File: config.mk
export PLATFORM = sky130hd
export DESIGN_NAME = tap_data_path
export DESIGN_NICKNAME = d
export VERILOG_FILES = /design/src/rtl/jtag_pkg.sv /design/src/rtl/tap_shift_reg.sv /design/src/rtl/tap_data_path.sv
export SDC_FILE = /design/constraint.sdc
export NUM_CORES = 1
export LEC_CHECK = 0
export BUFFER_PORTS_ARGS = -buffer_cell sky130_fd_sc_hd__buf_2
export CAP_MARGIN = 20
export CORE_MARGIN = 2
export CORE_UTILIZATION = 56
export CTS_CLUSTER_SIZE = 8
export DETAILED_ROUTE_END_ITERATION = 16
export MAX_ROUTING_LAYER = met4
export PLACE_DENSITY = 0.8
export SYNTH_ARGS = -nofsm -noshare
export SYNTH_HDL_FRONTEND = slang
export SYNTH_SLANG_ARGS = --single-unit
File: constraint.sdc
create_clock -name internal_clk -period 2.1 [get_ports internal_clk]
set_input_delay 0.105 -clock internal_clk [delete_from_list [all_inputs] [get_ports internal_clk]]
set_output_delay 0.105 -clock internal_clk [all_outputs]
set_load 0.03 [all_outputs]
File: src/rtl/jtag_pkg.sv
// Shared JTAG definitions: instruction codes, IR sizing and TAP controller state encoding.
package jtag_pkg;

   localparam int unsigned IR_WIDTH = 4;

   localparam logic [IR_WIDTH-1:0] IR_IDCODE  = 4'b0001;
   localparam logic [IR_WIDTH-1:0] IR_USER    = 4'b0010;
   localparam logic [IR_WIDTH-1:0] IR_BYPASS  = 4'b1111;
   localparam logic [IR_WIDTH-1:0] IR_CAPTURE = 4'b0101;

   typedef enum logic [3:0] {
      TAP_TEST_LOGIC_RESET,
      TAP_RUN_TEST_IDLE,
      TAP_SELECT_DR_SCAN,
      TAP_CAPTURE_DR,
      TAP_SHIFT_DR,
      TAP_EXIT1_DR,
      TAP_PAUSE_DR,
      TAP_EXIT2_DR,
      TAP_UPDATE_DR,
      TAP_SELECT_IR_SCAN,
      TAP_CAPTURE_IR,
      TAP_SHIFT_IR,
      TAP_EXIT1_IR,
      TAP_PAUSE_IR,
      TAP_EXIT2_IR,
      TAP_UPDATE_IR
   } tap_state_e;

   typedef enum logic [1:0] {
      SEL_BYPASS,
      SEL_IDCODE,
      SEL_USER
   } dr_sel_e;

endpackage

File: src/rtl/tap_shift_reg.sv
// Generic capture/shift chain: parallel load has precedence over right shift, both gated by enable.
module tap_shift_reg #(
   parameter int unsigned      WIDTH       = 4,
   parameter logic [WIDTH-1:0] RESET_VALUE = '0
) (
   input  logic             internal_clk,
   input  logic             tap_rstn,
   input  logic             enable,
   input  logic             capture,
   input  logic             shift,
   input  logic [WIDTH-1:0] parallel_in,
   input  logic             serial_in,
   output logic [WIDTH-1:0] parallel_out
);

   always_ff @(posedge internal_clk or negedge tap_rstn) begin
      if (!tap_rstn) begin
         parallel_out <= RESET_VALUE;
      end else if (enable) begin
         if (capture) begin
            parallel_out <= parallel_in;
         end else if (shift) begin
            parallel_out <= {serial_in, parallel_out[WIDTH-1:1]};
         end
      end
   end

endmodule

File: src/rtl/tap_data_path.sv
// JTAG TAP data path: instruction register plus IDCODE, BYPASS and USER data chains with TDO mux.
module tap_data_path #(
   parameter int unsigned             IR_WIDTH      = jtag_pkg::IR_WIDTH,
   parameter int unsigned             USER_DR_WIDTH = 32,
   parameter logic [31:0]             IDCODE_VALUE  = 32'h1000_0001
) (
   input  logic                     internal_clk,
   input  logic                     tap_rstn,
   input  logic                     tap_clk_enable,
   input  logic                     tap_tdi,
   input  logic                     tap_test_logic_reset,
   input  logic                     tap_capture_ir,
   input  logic                     tap_shift_ir,
   input  logic                     tap_update_ir,
   input  logic                     tap_capture_dr,
   input  logic                     tap_shift_dr,
   input  logic                     tap_update_dr,
   input  logic [USER_DR_WIDTH-1:0] user_dr_capture_data,
   output logic                     tap_tdo,
   output logic                     tap_tdo_en,
   output logic [IR_WIDTH-1:0]      ir_value,
   output logic [USER_DR_WIDTH-1:0] user_dr_update_data,
   output logic                     user_dr_update_pulse
);

   import jtag_pkg::*;

   localparam logic [IR_WIDTH-1:0] IDCODE_INSTR  = IR_WIDTH'(IR_IDCODE);
   localparam logic [IR_WIDTH-1:0] USER_INSTR    = IR_WIDTH'(IR_USER);
   localparam logic [IR_WIDTH-1:0] CAPTURE_INSTR = IR_WIDTH'(IR_CAPTURE);

   logic [IR_WIDTH-1:0]      ir_chain;
   logic [31:0]              idcode_chain;
   logic [USER_DR_WIDTH-1:0] user_chain;
   logic                     bypass_bit;
   logic                     idcode_unused;
   dr_sel_e                  dr_sel;

   // Strobe qualification: test-logic-reset beats everything, then capture > shift > update.
   logic ir_capture, ir_update;
   logic dr_capture, dr_shift, dr_update;

   assign ir_capture = tap_capture_ir | tap_test_logic_reset;
   assign ir_update  = tap_update_ir & ~tap_capture_ir & ~tap_shift_ir & ~tap_test_logic_reset;
   assign dr_capture = tap_capture_dr & ~tap_test_logic_reset;
   assign dr_shift   = tap_shift_dr & ~tap_capture_dr & ~tap_test_logic_reset;
   assign dr_update  = tap_update_dr & ~tap_shift_dr & ~tap_capture_dr & ~tap_test_logic_reset;

   always_comb begin
      dr_sel = SEL_BYPASS;
      if (ir_value == IDCODE_INSTR) begin
         dr_sel = SEL_IDCODE;
      end else if (ir_value == USER_INSTR) begin
         dr_sel = SEL_USER;
      end
   end

   tap_shift_reg #(.WIDTH(IR_WIDTH), .RESET_VALUE(CAPTURE_INSTR)) u_ir_chain (
      .internal_clk (internal_clk),
      .tap_rstn     (tap_rstn),
      .enable       (tap_clk_enable),
      .capture      (ir_capture),
      .shift        (tap_shift_ir),
      .parallel_in  (CAPTURE_INSTR),
      .serial_in    (tap_tdi),
      .parallel_out (ir_chain)
   );

   tap_shift_reg #(.WIDTH(32)) u_idcode_chain (
      .internal_clk (internal_clk),
      .tap_rstn     (tap_rstn),
      .enable       (tap_clk_enable),
      .capture      (dr_capture & (dr_sel == SEL_IDCODE)),
      .shift        (dr_shift & (dr_sel == SEL_IDCODE)),
      .parallel_in  (IDCODE_VALUE),
      .serial_in    (tap_tdi),
      .parallel_out (idcode_chain)
   );

   tap_shift_reg #(.WIDTH(USER_DR_WIDTH)) u_user_chain (
      .internal_clk (internal_clk),
      .tap_rstn     (tap_rstn),
      .enable       (tap_clk_enable),
      .capture      (dr_capture & (dr_sel == SEL_USER)),
      .shift        (dr_shift & (dr_sel == SEL_USER)),
      .parallel_in  (user_dr_capture_data),
      .serial_in    (tap_tdi),
      .parallel_out (user_chain)
   );

   // Only bit 0 of the IDCODE chain is ever observed.
   assign idcode_unused = ^idcode_chain[31:1];

   always_ff @(posedge internal_clk or negedge tap_rstn) begin
      if (!tap_rstn) begin
         bypass_bit <= 1'b0;
      end else if (tap_clk_enable && dr_sel == SEL_BYPASS) begin
         if (dr_capture) begin
            bypass_bit <= 1'b0;
         end else if (dr_shift) begin
            bypass_bit <= tap_tdi;
         end
      end
   end

   always_ff @(posedge internal_clk or negedge tap_rstn) begin
      if (!tap_rstn) begin
         ir_value <= IDCODE_INSTR;
      end else if (tap_clk_enable) begin
         if (tap_test_logic_reset) begin
            ir_value <= IDCODE_INSTR;
         end else if (ir_update) begin
            ir_value <= ir_chain;
         end
      end
   end

   // Pulse lasts one internal_clk cycle regardless of the TCK-rate qualifier.
   always_ff @(posedge internal_clk or negedge tap_rstn) begin
      if (!tap_rstn) begin
         user_dr_update_data  <= '0;
         user_dr_update_pulse <= 1'b0;
      end else begin
         user_dr_update_pulse <= tap_clk_enable & dr_update & (dr_sel == SEL_USER);
         if (tap_clk_enable && dr_update && dr_sel == SEL_USER) begin
            user_dr_update_data <= user_chain;
         end
      end
   end

   always_comb begin
      tap_tdo = 1'b0;
      if (tap_shift_ir) begin
         tap_tdo = ir_chain[0];
      end else if (tap_shift_dr) begin
         case (dr_sel)
            SEL_IDCODE: tap_tdo = idcode_chain[0];
            SEL_USER:   tap_tdo = user_chain[0];
            default:    tap_tdo = bypass_bit;
         endcase
      end
   end

   assign tap_tdo_en = tap_shift_ir | tap_shift_dr;

endmodule
==> results.cfg, run 1 <==
[timing]
rsz0062_at_grt = false
tightestPinTransition_ps = 481
skew_ps = 7.79
maxSlewViolCount = 0
post-route-period-util_pct = 92.1
relSlewSlack_pct = 67.6
min_period_ps = 1930
clock.fmax_mhz = 517
hold_violations = 0
setup_viol = 0
setup-tns-final_ps = 0

[die]
fp.dieH_um = 95.6
die_width_um = 95.6
ios = 82
coreArea_um2 = 8180
initial_utilization_pct = 57.5
die_area_um2 = 9140
rows = 33

[clock_network]
cts_made_buffers = 9
root_buffer = clkbuf_8
tritoncts = yes
clk_pin_slew_ps = 100
clkLatencyLatePin_ps = 360
cts_num_sinks = 106
post_cts_buffers = 0
htreeDepth = 3
cts_buffer_depth = 2

[logic_synthesis]
synth_cell_types = 35
synth-seq-area-share_pct = 56.5
yosysWarnings = 0
synth.avg_cell_area_um2 = 13.3
netlist_area_um2 = 4700
syn_nets = 397
synth_edf_count = 0
synth.most_common_cell = dfrtp_1
synth_top_cell_area_share_pct = 54.8
ys_seq_elements = 106
synth_common_cells = 103 x dfrtp_1, 99 x mux2_2, 34 x inv_1, 34 x nand2_1, 29 x mux2i_1
yosys.area.top_type = dfrtp_1
synth_cells = 354
ys_async_sr_fraction_pct = 100
synth_area_leaders = dfrtp_1 55%, mux2_2 24%, mux2i_1 6.2%
synthFlopType = dfrtp_1

[final_layout]
drive_above_1_share_pct = 48.0
areaGrowthSynthToFinish_pct = 16.3
stdcell_area_um2 = 5460
nets = 482
fill_cells = 594

[hold_path]
min_path_type = primary input to flip-flop
worstHoldStart = tap_tdi
holdPathStages = 3
hold-path-endpoint = u_ir_chain.parallel_out[3]

[place]
place.gp.congestion = 0.904
io_buffers = 81
dp_hpwl_um = 5690
dpl-instance-area_um2 = 5270

[critical_path]
startpoint_type = flip-flop
crit_arrival_ps = 1830
reg2reg_depth = 5
cp.required_ps = 2000
cp_cell_sequence = nand3b_1 > a2111oi_0 > a211o_1 > buf_2
r2r-start = ir_value[2]
rrSetupSlack_ps = 250
critPathKind = flip-flop to primary output
worstPathMaxFanout = 7
crit_path_max_incr_delay_ps = 610
crit_path_end_kind = primary output
slowest_stage = dfstp_2
r2r_end = u_idcode_chain.parallel_out[23]

[power_and_ir_drop]
power_frac_clock_pct = 27.2
p_int_mw = 3.07
comb_power_share_pct = 14.4
power.sequential.fraction_pct = 58.4
sw_frac_of_total_pct = 27.7
p_leak_nw = 2.90
peakVddDrop_v = 0.000382
report.power.total_mw = 4.24
powerDensity_nw_per_um2 = 777
p_switching_mw = 1.18

[drt]
drtPass1Iterations = 4
wl_um = 8440
via_per_inst = 5.18
routedWlPerCell_um = 15.3
drt_iter0_drc = 103
ant_nets = 0
drcViolationCount = 0
vias = 2851

[grt]
grt_usage_pct = 20.6
grt_pass1_vias = 2863
antenna_found_initial = 1
grt_pass1_wl_um = 13900
grt_overflow = 0
grt_max_degree = 65

[run]
max_cap_viol_count = 0

[outcome]
status = complete, no violations
==> worst max-delay path by stage <==
stage                     start                         endpoint  slack, ps  depth (start not counted)
global route        ir_value[0]                          tap_tdo         70                          4
floorplan           ir_value[2]  u_idcode_chain.parallel_out[28]        250                          4
detailed placement  ir_value[2]  u_idcode_chain.parallel_out[23]        270                          5
global placement    ir_value[0]           user_dr_update_data[4]        340                          4
finish              ir_value[0]                          tap_tdo        170                          4
CTS                 ir_value[0]                          tap_tdo        140                          4
==> flip-flops by register name, indices dropped and copies added, names as in the netlist <==
register	cells
bypass_bit	1
u_user_chain.parallel_out	32
u_idcode_chain.parallel_out	32
user_dr_update_pulse	1
user_dr_update_data	32
u_ir_chain.parallel_out	4
ir_value	4
==> logic make-up after synthesis <==
| kind of cell | Yosys count | synth area share (%) |
|---|---|---|
| multiplexers | 129 | 30.1 |
| flip-flops | 106 | 56.5 |
| AND/OR/NAND/NOR | 54 | 6.10 |
| buffers and inverters | 51 | 4.95 |
| AO/OA/AOI/OAI | 13 | 2.10 |
| XOR/XNOR | 1 | 0.186 |
==> layout make-up <==
class / instances / area, um^2 / share of cell area (%)
Multi-Input combinational cell: 197 / 1820 / 33.3
Clock buffer: 10 / 128 / 2.34
Clock inverter: 6 / 51.3 / 0.939
Timing Repair Buffer: 91 / 548 / 10.0
Inverter: 34 / 128 / 2.34
Tap cell: 105 / 131 / 2.40
Sequential cell: 106 / 2660 / 48.6
Antenna cell: 1 / 2.50 / 0.0458
==> metal layers <==
metal	routed length, um	share of wire [%]	GRT usage, %	up-vias
li1	-	-	-	1379
met1	3820	45	26.8	1401
met2	4030	48	30.4	61
met3	475	5.6	6.72	10
met4	112	1.3	7.14	0
met5	0	0	-	-
==> placed cells by master, fill, tap and decap left out, types with 5 or more instances in the layout <==
cell type | Yosys | final
inv_1 | 34 | 34
buf_12 | 0 | 5
clkbuf_8 | 0 | 9
buf_2 | 9 | 80
buf_4 | 6 | 5
nand2_1 | 34 | 34
mux2i_1 | 29 | 29
mux2_2 | 99 | 99
dfrtp_1 | 103 | 103
==> metrics by stage <==
stage	instances	hold slack (ps)	util, %	setup slack (ps)
finish	550	21.6	66.8	166
global route	550	20.8	66.8	68.3
CTS	549	10.3	66.8	135
detailed placement	532	95.3	64.5	273
global placement	532	88.8	64.5	340
floorplan	354	-191	-	249
==> what timing repair did <==
item,4_1_cts,5_1_grt
hold buffers,1,0
resized for setup,0,0
endpoints found under the hold margin,34,0
==> critical path, delay by kind of cell (launching register included) <==
family          cells  cell delay, ps
compound gates      2             570
buf+inv             1             190
flops               1             610
simple gates        1             100
==> power by group through the flow <==
stage | registers, mW | logic (mW) | clock network (mW)
2_1_floorplan | 2.48 | 0.442 | 0
3_3_place_gp | 2.51 | 0.589 | 0
3_5_place_dp | 2.52 | 0.623 | 0
4_1_cts | 2.48 | 0.628 | 1.20
5_1_grt | 2.52 | 0.712 | 1.29
6_report | 2.48 | 0.613 | 1.15
(Power assumes the default switching activity.)
==> inputs of run 2 (changes only) <==
Settings changed: PLACE_DENSITY 0.8 to 0.79, SYNTH_HIERARCHICAL from default to 1.
==> run 2 against run 1 <==
Global-route usage grew 4.4 points. Combinational power rose by 15%. Wire length rose by 34%. Cell area grew 7.4%. Power grew 6.0%. Count of clock-buffer cells in the layout shrank 1. Sequential share of layout area shrank 3.3 points. Non-clock buffer count increased by 14. Synthesized cell count up 25%. Synthesized area rose by 6.3%. Largest power group unchanged.
==> results.cfg, run 2 <==
[outcome]
status = complete, no violations

[logic_synthesis]
synth_compound_area_share_pct = 24.5
synth_area_leaders = dfrtp_1 52%, o22ai_1 16%, mux2_4 9.0%
ys_seq_elements = 106
synth_cells = 441
synthFlopType = dfrtp_1
synth.avg_cell_area_um2 = 11.3
synthAdderAreaFrac_pct = 0
synth_top_cell_area_share_pct = 51.6
yosys.area.top_type = dfrtp_1
yosysWarnings = 6
ys_async_sr_fraction_pct = 100
synthMuxAreaShare_pct = 10.5
synth_edf_count = 0
synth-seq-area-share_pct = 53.2
synth-simple-area-share_pct = 6.06
synth_top_family_by_area = compound AO/OA/AOI/OAI gates
synth_cell_types = 39
netlist_area_um2 = 4990
synth.most_common_cell = o22ai_1
synth-xor-area-share_pct = 0.175
synth_common_cells = 127 x o22ai_1, 103 x dfrtp_1, 69 x a21oi_1

[die]
initial_utilization_pct = 57.6
die_width_um = 98.4
fp.dieH_um = 98.4
die_area_um2 = 9690
rows = 34
coreArea_um2 = 8680
ios = 82

[power_and_ir_drop]
powerDensity_nw_per_um2 = 767
p_leak_nw = 2.87
power.sequential.fraction_pct = 52.6
peakVddDrop_v = 0.000510
sw_frac_of_total_pct = 28.0
comb_power_share_pct = 15.7
report.power.total_mw = 4.50
power_frac_clock_pct = 31.8
p_switching_mw = 1.26
p_int_mw = 3.24

[critical_path]
crit_path_max_incr_delay_ps = 540
crit_buf_inv = 2
cp_top_family = compound AO/OA/AOI/OAI gates
cp_cell_sequence = buf_4 > nand3b_1 > a2111oi_0 > a211o_1 > buf_2
slowest_stage = dfstp_2
cp.required_ps = 2000
crit_arrival_ps = 1880
crit_path_end_kind = primary output
worstPathMaxFanout = 6
startpoint_type = flip-flop
critPathKind = flip-flop to primary output

[run]
max_cap_viol_count = 0

[timing]
hold_violations = 0
skew_ps = 11.6
clock.fmax_mhz = 505
setup-tns-final_ps = 0
maxSlewViolCount = 0
min_period_ps = 1980
setup_viol = 0
timing.final.ws_setup_ps = 120
rsz0062_at_grt = false
post-route-period-util_pct = 94.3
relSlewSlack_pct = 58.9
tightestPinTransition_ps = 600

[clock_network]
cts_made_buffers = 9
tritoncts = yes
post_cts_buffers = 0
clk_pin_slew_ps = 110
root_buffer = clkbuf_8
clkLatencyLatePin_ps = 370
cts_num_sinks = 106
cts_buffer_depth = 2
htreeDepth = 3

[place]
place_inst = 646
dp_hpwl_um = 7390
place_ws_ps = 178
place.gp.congestion = 0.868
io_buffers = 81

[final_layout]
fin_util_pct = 67.6
drive_above_1_share_pct = 30.5
top_regs = u_idcode_chain/parallel_out: 32 flops, u_user_chain/parallel_out: 32 flops, user_dr_update_data: 32 flops
layout_common_cells = 127 x o22ai_1, 103 x dfrtp_1, 80 x buf_2, 69 x a21oi_1, 36 x conb_1
nets = 596
final_common_cell = o22ai_1
areaGrowthSynthToFinish_pct = 17.5
antenna_cells = 0
stdcell_count = 666

[grt]
grt_usage_pct = 25.0
grt_pass1_wl_um = 19300
grt_max_degree = 52
antenna_found_initial = 0
grt_overflow = 0
grt_pass1_vias = 4009

[drt]
routedWlPerCell_um = 17.0
wl_um = 11300
ant_nets = 0
drtPass1Iterations = 5
drt_iter0_drc = 184
vias = 4028
drcViolationCount = 0
via_per_inst = 6.05

[hold_path]
min_path_type = primary input to flip-flop
## run 2: cell types whose count changed after synthesis, sizes merged, moves of 5 or more
cell,change
mux2,-65
mux2i,-27
inv,-28
buf,+16
o22ai,+127
nand2,-26
clkbuf,+5
a21oi,+69
## run 2: kinds of logic after synthesis
logic type | after synthesis
muxes | 37
xor gates and xnor gates | 1
AOI/OAI and AO/OA | 207
and+or+nand+nor | 44
DFF | 106
other | 2
buffers and inverters | 44
## run 2: worst paths after layout
| kind | endpoint | slack [ps] | depth (start not counted) | from |
|---|---|---|---|---|
| setup / recovery | tap_tdo | 120 | 5 | ir_value[0] |
| hold / removal | u_user_chain/parallel_out[24] | 10 | 3 | user_dr_capture_data[24] |
| setup reg to reg | u_user_chain/parallel_out[29] | 200 | 7 | ir_value[3] |
| hold reg to reg | user_dr_update_data[13] | 510 | 1 | user_dr_update_data[13] |
| max in group asynchronous | ir_value[0] | 1210 | 3 | tap_rstn |
| min in group asynchronous | u_idcode_chain/parallel_out[12] | 220 | 2 | tap_rstn |
## run 2: power by group through the flow
stage / logic (mW) / clock network (mW) / registers (mW)
2_1_floorplan: 0.451 / 0 / 2.41
3_3_place_gp: 0.665 / 0 / 2.39
3_5_place_dp: 0.691 / 0 / 2.40
4_1_cts: 0.702 / 1.46 / 2.36
5_1_grt: 0.784 / 1.53 / 2.39
6_report: 0.705 / 1.43 / 2.36
## run 2: what timing repair did
item | in CTS | in global routing
hold buffers | 4 | 0
endpoints found under the setup margin | 0 | 2
endpoints found under the hold margin | 31 | 0
gates resized for setup | 0 | 2
## run 2: layout make-up
| cell class | instances | area (um^2) |
|---|---|---|
| Clock inverter | 7 | 105 |
| Multi-Input combinational cell | 325 | 2210 |
| Tap cell | 108 | 135 |
| Inverter | 6 | 22.5 |
| Fill cell | 695 | 2810 |
| Clock buffer | 9 | 124 |
| Timing Repair Buffer | 105 | 614 |
| Sequential cell | 106 | 2660 |
## run 2: worst min-delay path: cells and delay by family
kind,cells,cell delay [ps]
AO/OA/AOI/OAI,2,160
buffers and inverters,1,80
## run 2: stage by stage
step | instance area, um^2 | hold WS (ps)
after floorplan | 5120 | -191
after global placement | 5590 | 72.3
final | 5870 | 9.52
after CTS | 5860 | 2.11
after global routing | 5870 | 5.87
after detailed placement | 5590 | 75.0
## run 2: per-layer routing
layer	vias up	part of all wire (%)	global-route usage (%)	routed length, um
met1	1980	45	34.5	5050
li1	1896	-	-	-
met5	-	0	-	0
met2	132	49	38.2	5570
met3	20	4.8	3.76	547
met4	0	1.5	8.64	171
